--- config.mk ---
export PLATFORM = sky130hd
export DESIGN_NAME = hazard_ctrl_flat
export DESIGN_NICKNAME = d
export VERILOG_FILES = /design/src/rtl/hazard_ctrl_if.sv /design/src/rtl/hazard_ctrl.sv /design/src/flat_wrapper.sv
export SDC_FILE = /design/constraint.sdc
export NUM_CORES = 1
export LEC_CHECK = 0
export CELL_PAD_IN_SITES_DETAIL_PLACEMENT = 1
export CELL_PAD_IN_SITES_GLOBAL_PLACEMENT = 2
export CORE_UTILIZATION = 20
export CTS_CLUSTER_SIZE = 16
export DETAILED_ROUTE_END_ITERATION = 12
export PLACE_DENSITY = 0.85
export SYNTH_ARGS = -nofsm -noshare
export SYNTH_HDL_FRONTEND = slang
export SYNTH_SLANG_ARGS = --single-unit
--- constraint.sdc ---
create_clock -name clk -period 2.1 [get_ports clk]
set_input_delay 0.42 -clock clk [delete_from_list [all_inputs] [get_ports clk]]
set_output_delay 0.42 -clock clk [all_outputs]
set_load 0.01 [all_outputs]
--- src/rtl/hazard_ctrl_if.sv ---
// Hazard controller signal bundle between the pipeline datapath and
// the hazard/MD controller.
interface hazard_ctrl_if;
  logic [4:0] rsD;
  logic [4:0] rtD;
  logic [4:0] rsE;
  logic [4:0] rtE;
  logic [4:0] writeRegAddrE;
  logic [4:0] writeRegAddrM;
  logic [4:0] writeRegAddrW;
  logic       regWriteE;
  logic       regWriteM;
  logic       regWriteW;
  logic       memToRegE;
  logic       memToRegM;
  logic       branchD;
  logic       mdStartE;
  logic       mdIsDivE;
  logic       mdReadE;

  logic [1:0] forwardAE;
  logic [1:0] forwardBE;
  logic       forwardAD;
  logic       forwardBD;
  logic       stallF;
  logic       stallD;
  logic       stallE;
  logic       flushE;
  logic       mdBusy;
  logic       mdDone;
  logic [1:0] mdState;

  modport master (
    output rsD, rtD, rsE, rtE,
    output writeRegAddrE, writeRegAddrM, writeRegAddrW,
    output regWriteE, regWriteM, regWriteW,
    output memToRegE, memToRegM, branchD,
    output mdStartE, mdIsDivE, mdReadE,
    input  forwardAE, forwardBE, forwardAD, forwardBD,
    input  stallF, stallD, stallE, flushE,
    input  mdBusy, mdDone, mdState
  );

  modport slave (
    input  rsD, rtD, rsE, rtE,
    input  writeRegAddrE, writeRegAddrM, writeRegAddrW,
    input  regWriteE, regWriteM, regWriteW,
    input  memToRegE, memToRegM, branchD,
    input  mdStartE, mdIsDivE, mdReadE,
    output forwardAE, forwardBE, forwardAD, forwardBD,
    output stallF, stallD, stallE, flushE,
    output mdBusy, mdDone, mdState
  );
endinterface

--- src/rtl/hazard_ctrl.sv ---
// Forwarding, load/branch hazard stall/flush and HI/LO mult/div
// sequencer for the five-stage core.
module hazard_ctrl #(
  parameter int MUL_CYCLES = 4,
  parameter int DIV_CYCLES = 32,
  parameter int CNT_W      = 6
) (
  input  logic         clk,
  input  logic         rst_n,
  hazard_ctrl_if.slave hz
);

  localparam logic [1:0] IDLE = 2'b00;
  localparam logic [1:0] BUSY = 2'b01;
  localparam logic [1:0] DONE = 2'b10;

  localparam logic [CNT_W-1:0] MUL_LD = CNT_W'(MUL_CYCLES - 1);
  localparam logic [CNT_W-1:0] DIV_LD = CNT_W'(DIV_CYCLES - 1);
  localparam logic [CNT_W-1:0] ONE    = CNT_W'(1);

  logic [1:0]       state;
  logic [1:0]       state_n;
  logic [CNT_W-1:0] cnt;
  logic [CNT_W-1:0] cnt_n;
  logic [CNT_W-1:0] ld_val;

  logic m_live;
  logic w_live;
  logic e_live;
  logic m_hit_ae;
  logic m_hit_be;
  logic w_hit_ae;
  logic w_hit_be;
  logic e_hit_d;
  logic m_hit_d;
  logic lw_stall;
  logic br_stall;
  logic md_stall;

  // r0 is hardwired zero, so it never forwards or stalls
  assign m_live = hz.regWriteM && (hz.writeRegAddrM != 5'd0);
  assign w_live = hz.regWriteW && (hz.writeRegAddrW != 5'd0);
  assign e_live = hz.regWriteE && (hz.writeRegAddrE != 5'd0);

  assign m_hit_ae = m_live && (hz.writeRegAddrM == hz.rsE);
  assign m_hit_be = m_live && (hz.writeRegAddrM == hz.rtE);
  assign w_hit_ae = w_live && (hz.writeRegAddrW == hz.rsE);
  assign w_hit_be = w_live && (hz.writeRegAddrW == hz.rtE);

  always_comb begin
    hz.forwardAE = 2'b00;
    priority case (1'b1)
      m_hit_ae: hz.forwardAE = 2'b01;
      w_hit_ae: hz.forwardAE = 2'b10;
      default:  hz.forwardAE = 2'b00;
    endcase
  end

  always_comb begin
    hz.forwardBE = 2'b00;
    priority case (1'b1)
      m_hit_be: hz.forwardBE = 2'b01;
      w_hit_be: hz.forwardBE = 2'b10;
      default:  hz.forwardBE = 2'b00;
    endcase
  end

  assign hz.forwardAD = m_live && (hz.writeRegAddrM == hz.rsD);
  assign hz.forwardBD = m_live && (hz.writeRegAddrM == hz.rtD);

  assign lw_stall = hz.memToRegE
                 && (hz.writeRegAddrE != 5'd0)
                 && ((hz.writeRegAddrE == hz.rsD)
                  || (hz.writeRegAddrE == hz.rtD));

  assign e_hit_d = e_live
                && ((hz.writeRegAddrE == hz.rsD)
                 || (hz.writeRegAddrE == hz.rtD));

  assign m_hit_d = hz.memToRegM
                && (hz.writeRegAddrM != 5'd0)
                && ((hz.writeRegAddrM == hz.rsD)
                 || (hz.writeRegAddrM == hz.rtD));

  assign br_stall = hz.branchD && (e_hit_d || m_hit_d);

  // HI/LO is written on the DONE edge, so a read there waits a cycle
  assign md_stall = ((state == BUSY) && (hz.mdStartE || hz.mdReadE))
                 || ((state == DONE) && hz.mdReadE);

  assign hz.stallE = md_stall;
  assign hz.stallF = lw_stall || br_stall || md_stall;
  assign hz.stallD = lw_stall || br_stall || md_stall;
  assign hz.flushE = (lw_stall || br_stall) && !md_stall;

  assign ld_val = hz.mdIsDivE ? DIV_LD : MUL_LD;

  always_comb begin
    state_n = state;
    cnt_n   = cnt;
    unique case (state)
      IDLE: begin
        if (hz.mdStartE) begin
          state_n = BUSY;
          cnt_n   = ld_val;
        end
      end
      BUSY: begin
        if (cnt == '0) begin
          state_n = DONE;
        end else begin
          cnt_n = cnt - ONE;
        end
      end
      DONE: begin
        if (hz.mdStartE) begin
          state_n = BUSY;
          cnt_n   = ld_val;
        end else begin
          state_n = IDLE;
        end
      end
      default: begin
        state_n = IDLE;
        cnt_n   = '0;
      end
    endcase
  end

  always_ff @(posedge clk or negedge rst_n) begin
    if (!rst_n) begin
      state <= IDLE;
      cnt   <= '0;
    end else begin
      state <= state_n;
      cnt   <= cnt_n;
    end
  end

  assign hz.mdBusy  = (state == BUSY);
  assign hz.mdDone  = (state == DONE);
  assign hz.mdState = state;

endmodule

--- src/flat_wrapper.sv ---
// flat-port wrapper written by rule: the top's interface ports become plain ports
module hazard_ctrl_flat 
#(
  parameter int MUL_CYCLES = 4,
  parameter int DIV_CYCLES = 32,
  parameter int CNT_W      = 6
)
  (clk, rst_n, hz_rsD, hz_rtD, hz_rsE, hz_rtE, hz_writeRegAddrE, hz_writeRegAddrM, hz_writeRegAddrW, hz_regWriteE, hz_regWriteM, hz_regWriteW, hz_memToRegE, hz_memToRegM, hz_branchD, hz_mdStartE, hz_mdIsDivE, hz_mdReadE, hz_forwardAE, hz_forwardBE, hz_forwardAD, hz_forwardBD, hz_stallF, hz_stallD, hz_stallE, hz_flushE, hz_mdBusy, hz_mdDone, hz_mdState);
  hazard_ctrl_if hz_i ();
  input  logic clk;
  input  logic rst_n;
  input wire logic [$bits(hz_i.rsD)-1:0] hz_rsD;
  input wire logic [$bits(hz_i.rtD)-1:0] hz_rtD;
  input wire logic [$bits(hz_i.rsE)-1:0] hz_rsE;
  input wire logic [$bits(hz_i.rtE)-1:0] hz_rtE;
  input wire logic [$bits(hz_i.writeRegAddrE)-1:0] hz_writeRegAddrE;
  input wire logic [$bits(hz_i.writeRegAddrM)-1:0] hz_writeRegAddrM;
  input wire logic [$bits(hz_i.writeRegAddrW)-1:0] hz_writeRegAddrW;
  input wire logic [$bits(hz_i.regWriteE)-1:0] hz_regWriteE;
  input wire logic [$bits(hz_i.regWriteM)-1:0] hz_regWriteM;
  input wire logic [$bits(hz_i.regWriteW)-1:0] hz_regWriteW;
  input wire logic [$bits(hz_i.memToRegE)-1:0] hz_memToRegE;
  input wire logic [$bits(hz_i.memToRegM)-1:0] hz_memToRegM;
  input wire logic [$bits(hz_i.branchD)-1:0] hz_branchD;
  input wire logic [$bits(hz_i.mdStartE)-1:0] hz_mdStartE;
  input wire logic [$bits(hz_i.mdIsDivE)-1:0] hz_mdIsDivE;
  input wire logic [$bits(hz_i.mdReadE)-1:0] hz_mdReadE;
  output wire logic [$bits(hz_i.forwardAE)-1:0] hz_forwardAE;
  output wire logic [$bits(hz_i.forwardBE)-1:0] hz_forwardBE;
  output wire logic [$bits(hz_i.forwardAD)-1:0] hz_forwardAD;
  output wire logic [$bits(hz_i.forwardBD)-1:0] hz_forwardBD;
  output wire logic [$bits(hz_i.stallF)-1:0] hz_stallF;
  output wire logic [$bits(hz_i.stallD)-1:0] hz_stallD;
  output wire logic [$bits(hz_i.stallE)-1:0] hz_stallE;
  output wire logic [$bits(hz_i.flushE)-1:0] hz_flushE;
  output wire logic [$bits(hz_i.mdBusy)-1:0] hz_mdBusy;
  output wire logic [$bits(hz_i.mdDone)-1:0] hz_mdDone;
  output wire logic [$bits(hz_i.mdState)-1:0] hz_mdState;
  assign hz_i.rsD = hz_rsD;
  assign hz_i.rtD = hz_rtD;
  assign hz_i.rsE = hz_rsE;
  assign hz_i.rtE = hz_rtE;
  assign hz_i.writeRegAddrE = hz_writeRegAddrE;
  assign hz_i.writeRegAddrM = hz_writeRegAddrM;
  assign hz_i.writeRegAddrW = hz_writeRegAddrW;
  assign hz_i.regWriteE = hz_regWriteE;
  assign hz_i.regWriteM = hz_regWriteM;
  assign hz_i.regWriteW = hz_regWriteW;
  assign hz_i.memToRegE = hz_memToRegE;
  assign hz_i.memToRegM = hz_memToRegM;
  assign hz_i.branchD = hz_branchD;
  assign hz_i.mdStartE = hz_mdStartE;
  assign hz_i.mdIsDivE = hz_mdIsDivE;
  assign hz_i.mdReadE = hz_mdReadE;
  assign hz_forwardAE = hz_i.forwardAE;
  assign hz_forwardBE = hz_i.forwardBE;
  assign hz_forwardAD = hz_i.forwardAD;
  assign hz_forwardBD = hz_i.forwardBD;
  assign hz_stallF = hz_i.stallF;
  assign hz_stallD = hz_i.stallD;
  assign hz_stallE = hz_i.stallE;
  assign hz_flushE = hz_i.flushE;
  assign hz_mdBusy = hz_i.mdBusy;
  assign hz_mdDone = hz_i.mdDone;
  assign hz_mdState = hz_i.mdState;
  hazard_ctrl #(.MUL_CYCLES(MUL_CYCLES), .DIV_CYCLES(DIV_CYCLES), .CNT_W(CNT_W)) u_core (.clk(clk), .rst_n(rst_n), .hz(hz_i));
endmodule
======== Word level (Yosys, flattened, before mapping) ========
Index checks and enable logic that the tools add are counted.
storage, ports and cells
  flip-flop bits (word level) ............. 8
  bits in latches ......................... 0
  RAM bits ................................ 0
  bits in read-only memories .............. 0
  bits of input ports ..................... 46
  output and inout bits ................... 14
  logic and storage cells ................. 63
  memories ................................ 0
cells by class
  add/sub/neg operators ................... 1
  $mul .................................... 0
  divide/modulo/power cells ............... 0
  magnitude comparators ................... 0
  eq/ne operators ......................... 14
  shift operators ......................... 0
  muxes and demuxes ....................... 12
  bitwise logic cells ..................... 0
  reductions and logical operators ........ 34
operator list
  kind                                                                      count
  5-bit equality test                                                       8
  1-bit logical AND                                                         18
  5-bit nonzero test                                                        3
  2-bit 2-to-1 mux                                                          6
  6-bit 2-to-1 mux                                                          2
  6-bit one-hot mux with 2 select lines                                     1
  1-bit logical OR                                                          7
  6-bit logical NOT                                                         1
  2-bit one-hot mux with 3 select lines                                     1
  6-bit by 1-bit subtractor with 6-bit output (second input constant)       1
  5-bit 2-to-1 mux                                                          1
  2-bit by 1-bit inequality test with 1-bit output (second input constant)  2
  2-bit inequality test (second input constant)                             2
  2-bit AND reduction                                                       2
  2-bit by 1-bit equality test with 1-bit output (second input constant)    1
  2-bit equality test (second input constant)                               1
  2-bit logical NOT                                                         1
  2-bit OR reduction                                                        1
  1-bit logical NOT                                                         1
  1-bit 2-to-1 mux                                                          1

======== Logic depth before layout (Yosys ltp) ========
  depth after elaboration ................. 7
  gate-level depth with buffers ........... 7
  gate-level depth less buffers ........... 7

======== Worst setup path before layout ========
No wires, ideal clock.
  path type ............................... input port to output port
  start ................................... input port hz_writeRegAddrM[4]
  end ..................................... output port hz_stallF
  arrival ................................. 1.464 ns
  required time ........................... 1.680 ns
  slack ................................... 0.216 ns
  stages on the path ...................... 7
  path buffers ............................ 2
  cells stage by stage .................... buf_2 > xnor2_1 > nand3_1 > nor3_1 > o2111ai_1 > nand3b_1 > buf_4
on the way
  cells in the longest elaborated chain, start to end .. 7
  elaborated cells between the ends (all ways) .. 10
  classes of those cells .................. eq/ne (2); reduce/logical (8)
ends and longest elaborated chain
  what                                                   RTL line                              source
  start, declared                                        flat_wrapper.sv:17                    input wire logic [$bits(hz_i.writeRegAddrM)-1:0] hz_writeRegAddrM;
  5-bit equality test (tied with other cells)            hazard_ctrl.sv:82                     && ((hz.writeRegAddrM == hz.rsD)
  1-bit logical OR or 1-bit logical AND (tied branches)  hazard_ctrl.sv:83, hazard_ctrl.sv:81
  1-bit logical AND (*)                                  hazard_ctrl.sv:82
  1-bit logical OR (*)                                   hazard_ctrl.sv:85                     assign br_stall = hz.branchD && (e_hit_d || m_hit_d);
  1-bit logical AND (*)                                  hazard_ctrl.sv:85
  1-bit logical OR (*) (2 in a row)                      --
  end, declared                                          flat_wrapper.sv:32                    output wire logic [$bits(hz_i.stallF)-1:0] hz_stallF;
Mark *: on every way between the ends. The rest lies on a longest branch, timed or not.

======== Worst setup path after layout ========
  start ................................... input port hz_writeRegAddrW[2]
  end ..................................... output port hz_forwardAE[1]
on the way
  cells in the longest elaborated chain, start to end .. 5
  elaborated cells between the ends (all ways) .. 6
  classes of those cells .................. eq/ne (1); mux (2); reduce/logical (3)
ends and longest elaborated chain
  what                               RTL line            source
  start, declared                    flat_wrapper.sv:18  input wire logic [$bits(hz_i.writeRegAddrW)-1:0] hz_writeRegAddrW;
  5-bit nonzero test                 hazard_ctrl.sv:42   assign w_live = hz.regWriteW && (hz.writeRegAddrW != 5'd0);
  1-bit logical AND                  hazard_ctrl.sv:42
  1-bit logical AND (*)              hazard_ctrl.sv:47   assign w_hit_ae = w_live && (hz.writeRegAddrW == hz.rsE);
  2-bit 2-to-1 mux (*) (2 in a row)  hazard_ctrl.sv:52   priority case (1'b1)
  end, declared                      flat_wrapper.sv:28  output wire logic [$bits(hz_i.forwardAE)-1:0] hz_forwardAE;
Marked as above.

==> impl_metrics.env <==
export IMPL_yosys_area_top_type="dfrtp_1"
export IMPL_drtIter0Drc=14
export IMPL_placed_cells=287
export IMPL_synth_fp_nets=181
export IMPL_synthesis_area_sq_um=1050
export IMPL_slew_headroom=0.694
export IMPL_numPortBuffers=59
export IMPL_p_total_mw=1.30
export IMPL_ys_flop_type="dfrtp_1"
export IMPL_h_tree_depth=1
export IMPL_grt_ovfl_total=0
export IMPL_cp_required_ns=1.68
export IMPL_fin_crit_sh=0.993
export IMPL_ctsHoldBuffers=0
export IMPL_cts_num_sinks=8
export IMPL_synth_area_per_cell_sq_um=7.82
export IMPL_wl_mm=4.55
export IMPL_yosysSeqAreaShare=0.191
export IMPL_grt_max_degree=10
export IMPL_cts_tree="yes"
export IMPL_worstReg2RegEnd="u_core.cnt[1]$_DFFE_PN0P_"
export IMPL_maxCapViolCount=0
export IMPL_diodes=0
export IMPL_vias_per_cell=4.50
export IMPL_areaGrowthSynthToFinish_pct=105
export IMPL_hold_class="in -> async"
export IMPL_clock_fmax_ghz=0.479
export IMPL_ys_types=29
export IMPL_dr_pass1_iters=4
export IMPL_peakVddDrop_mv=0.655
export IMPL_synthTopCellsByArea="dfrtp_1 (19%), xor2_1 (18%), xnor2_1 (15%)"
export IMPL_final_core_util=0.439
export IMPL_grt_setup_unrepaired="yes"
export IMPL_outcome="complete, no violations"
export IMPL_synth_most_common_cell="xor2_1"
export IMPL_cts_root_buf="clkbuf_8"
export IMPL_min_period_ns=2.09
export IMPL_synth_edff_count=0
export IMPL_die_w_um=74.4
export IMPL_cp_end_kind="primary output"
export IMPL_final_nets=279
export IMPL_ant_nets=0
export IMPL_fin_tns_setup_ns=0
export IMPL_hold_viol=0
export IMPL_power_leakage_nw=0.947
export IMPL_fin_cells=297
export IMPL_track_usage=0.167
export IMPL_crit_type="in -> out"
export IMPL_p_per_area_nw_per_um2=607
export IMPL_num_vias=1337
export IMPL_yosys_warnings=0
export IMPL_ios=60
export IMPL_cts_buffers=3
export IMPL_ff2ff_path_depth=6
export IMPL_grt_pass1_wl_mm=6.89
export IMPL_routabilityCongestion=0.832
export IMPL_drive_gt1_frac=0.430
export IMPL_grt_pass1_vias=1398
export IMPL_synthArstFlopShare=1.00
export IMPL_yosysTopAreaCellShare=0.191
export IMPL_core_sq_um=4880
export IMPL_clk_latency_ns=0.23
export IMPL_drc=0
export IMPL_crit_arrival_ns=1.67
export IMPL_die_y_um=74.4
export IMPL_crit_path_max_fanout=2
export IMPL_startpoint_type="input port"
export IMPL_worst_slew_pin_slew_ns=0.455
export IMPL_ys_ff_latch=8
export IMPL_cts_buffer_depth=2
export IMPL_clkTransAtPathRegs_ns=0.04
export IMPL_die_area_sq_um=5540
export IMPL_syn_inst=134
export IMPL_fin_skew_ns=0.00108
export IMPL_synth_common_cells="xor2_1 (22), xnor2_1 (18), nor2_1 (13), a21oi_1 (12), dfrtp_1 (8)"
export IMPL_core_rowCount=25
export IMPL_r2r_setup_slack_ns=0.47
export IMPL_timing_rr_start="u_core.cnt[0]$_DFFE_PN0P_"
export IMPL_final_max_slew_viol_count=0
export IMPL_place_hpwl_mm=3.44
export IMPL_start_util=0.215
export IMPL_antenna_found_initial=0
export IMPL_setup_viol=0
export IMPL_routedWlPerCell_um=15.3
-- per-layer routing --
layer  GRT usage  up-vias  wire length (um)
met5           0        -                 0
met4      0.0398        0                 0
li1            -      654                 -
met1       0.197      641              1910
met3      0.0352        0               269
met2       0.306       42              2360
-- sequential cells by signal, summed over array words and instances, names as in the netlist --
name	flops
u_core.cnt	6
u_core.hz.mdState	2
-- worst max-delay path by stage --
stage	startpoint	to	slack (ns)	cells past startpoint
2_1_floorplan	hz_writeRegAddrM[4]	hz_stallF	0.22	7
3_3_place_gp	hz_writeRegAddrM[0]	hz_forwardBE[0]	-0.79	7
3_5_place_dp	hz_writeRegAddrM[3]	hz_stallD	-0.81	7
4_1_cts	hz_writeRegAddrW[0]	hz_forwardBE[1]	-0.04	6
5_1_grt	hz_writeRegAddrM[4]	hz_stallF	-0.03	8
6_report	hz_writeRegAddrW[2]	hz_forwardAE[1]	0.01	6
-- logic make-up after synthesis --
kind of cell / count (synthesis) / synth area share
AOI/OAI and AO/OA: 26 / 0.144
xor gates and xnor gates: 40 / 0.334
adders and majority gates: 1 / 0.0119
buffers and inverters: 13 / 0.0692
DFF: 8 / 0.191
and+or+nand+nor: 46 / 0.249
-- power by group --
group	switching, mW	total, mW	internal [mW]
Clock	0.0630	0.187	0.124
Combinational	0.398	0.817	0.419
Sequential	0.0741	0.298	0.224
Total	0.535	1.30	0.767
-- metrics by stage --
step / instance area (sq um) / worst slack (ns) / hold WS [ns]
floorplan: 1050 / 0.216 / 0.124
detailed placement: 1940 / -0.812 / 0.553
global route: 2140 / -0.0306 / 0.516
finish: 2140 / 0.0138 / 0.479
global placement: 1940 / -0.793 / 0.523
CTS: 2100 / -0.0405 / 0.494
-- cell usage in the layout, fill, tap and decap left out, drive strengths merged --
master,instances
a21o,2
a21oi,12
a31oi,1
buf,56
clkbuf,10
clkdlybuf4s15,9
clkdlybuf4s50,12
dfrtp,8
dlygate4sd2,18
ha,1
inv,4
nand2,3
nand2b,3
nand3,6
nand3b,1
nand4,1
nor2,13
nor2b,3
nor3,7
nor4,5
o2111ai,1
o21ai,5
o22ai,3
o2bb2ai,1
o31a,1
or4,4
xnor2,18
xor2,22
-- final cells by class --
cell class	instances	area, sq um
fill	608	2740
multi-input combinational	113	980
sequential	8	200
tap	67	83.8
inverter	4	15.0
timing repair buffer	102	825
clock buffer	3	41.3
-- worst max-delay path, stage by stage --
cell,delay [ns]
clkdlybuf4s15_1,0.22
or4_4,0.15
o21ai_4,0.06
or4_1,0.53
nor4_2,0.13
buf_2,0.16
-- timing repair --
action,in CTS,in global routing
setup buffers,6,2
resized for setup,126,30
endpoints found under the setup margin,10,9
pin swaps,22,18
No activity file was read; power rests on OpenSTA's default activity.
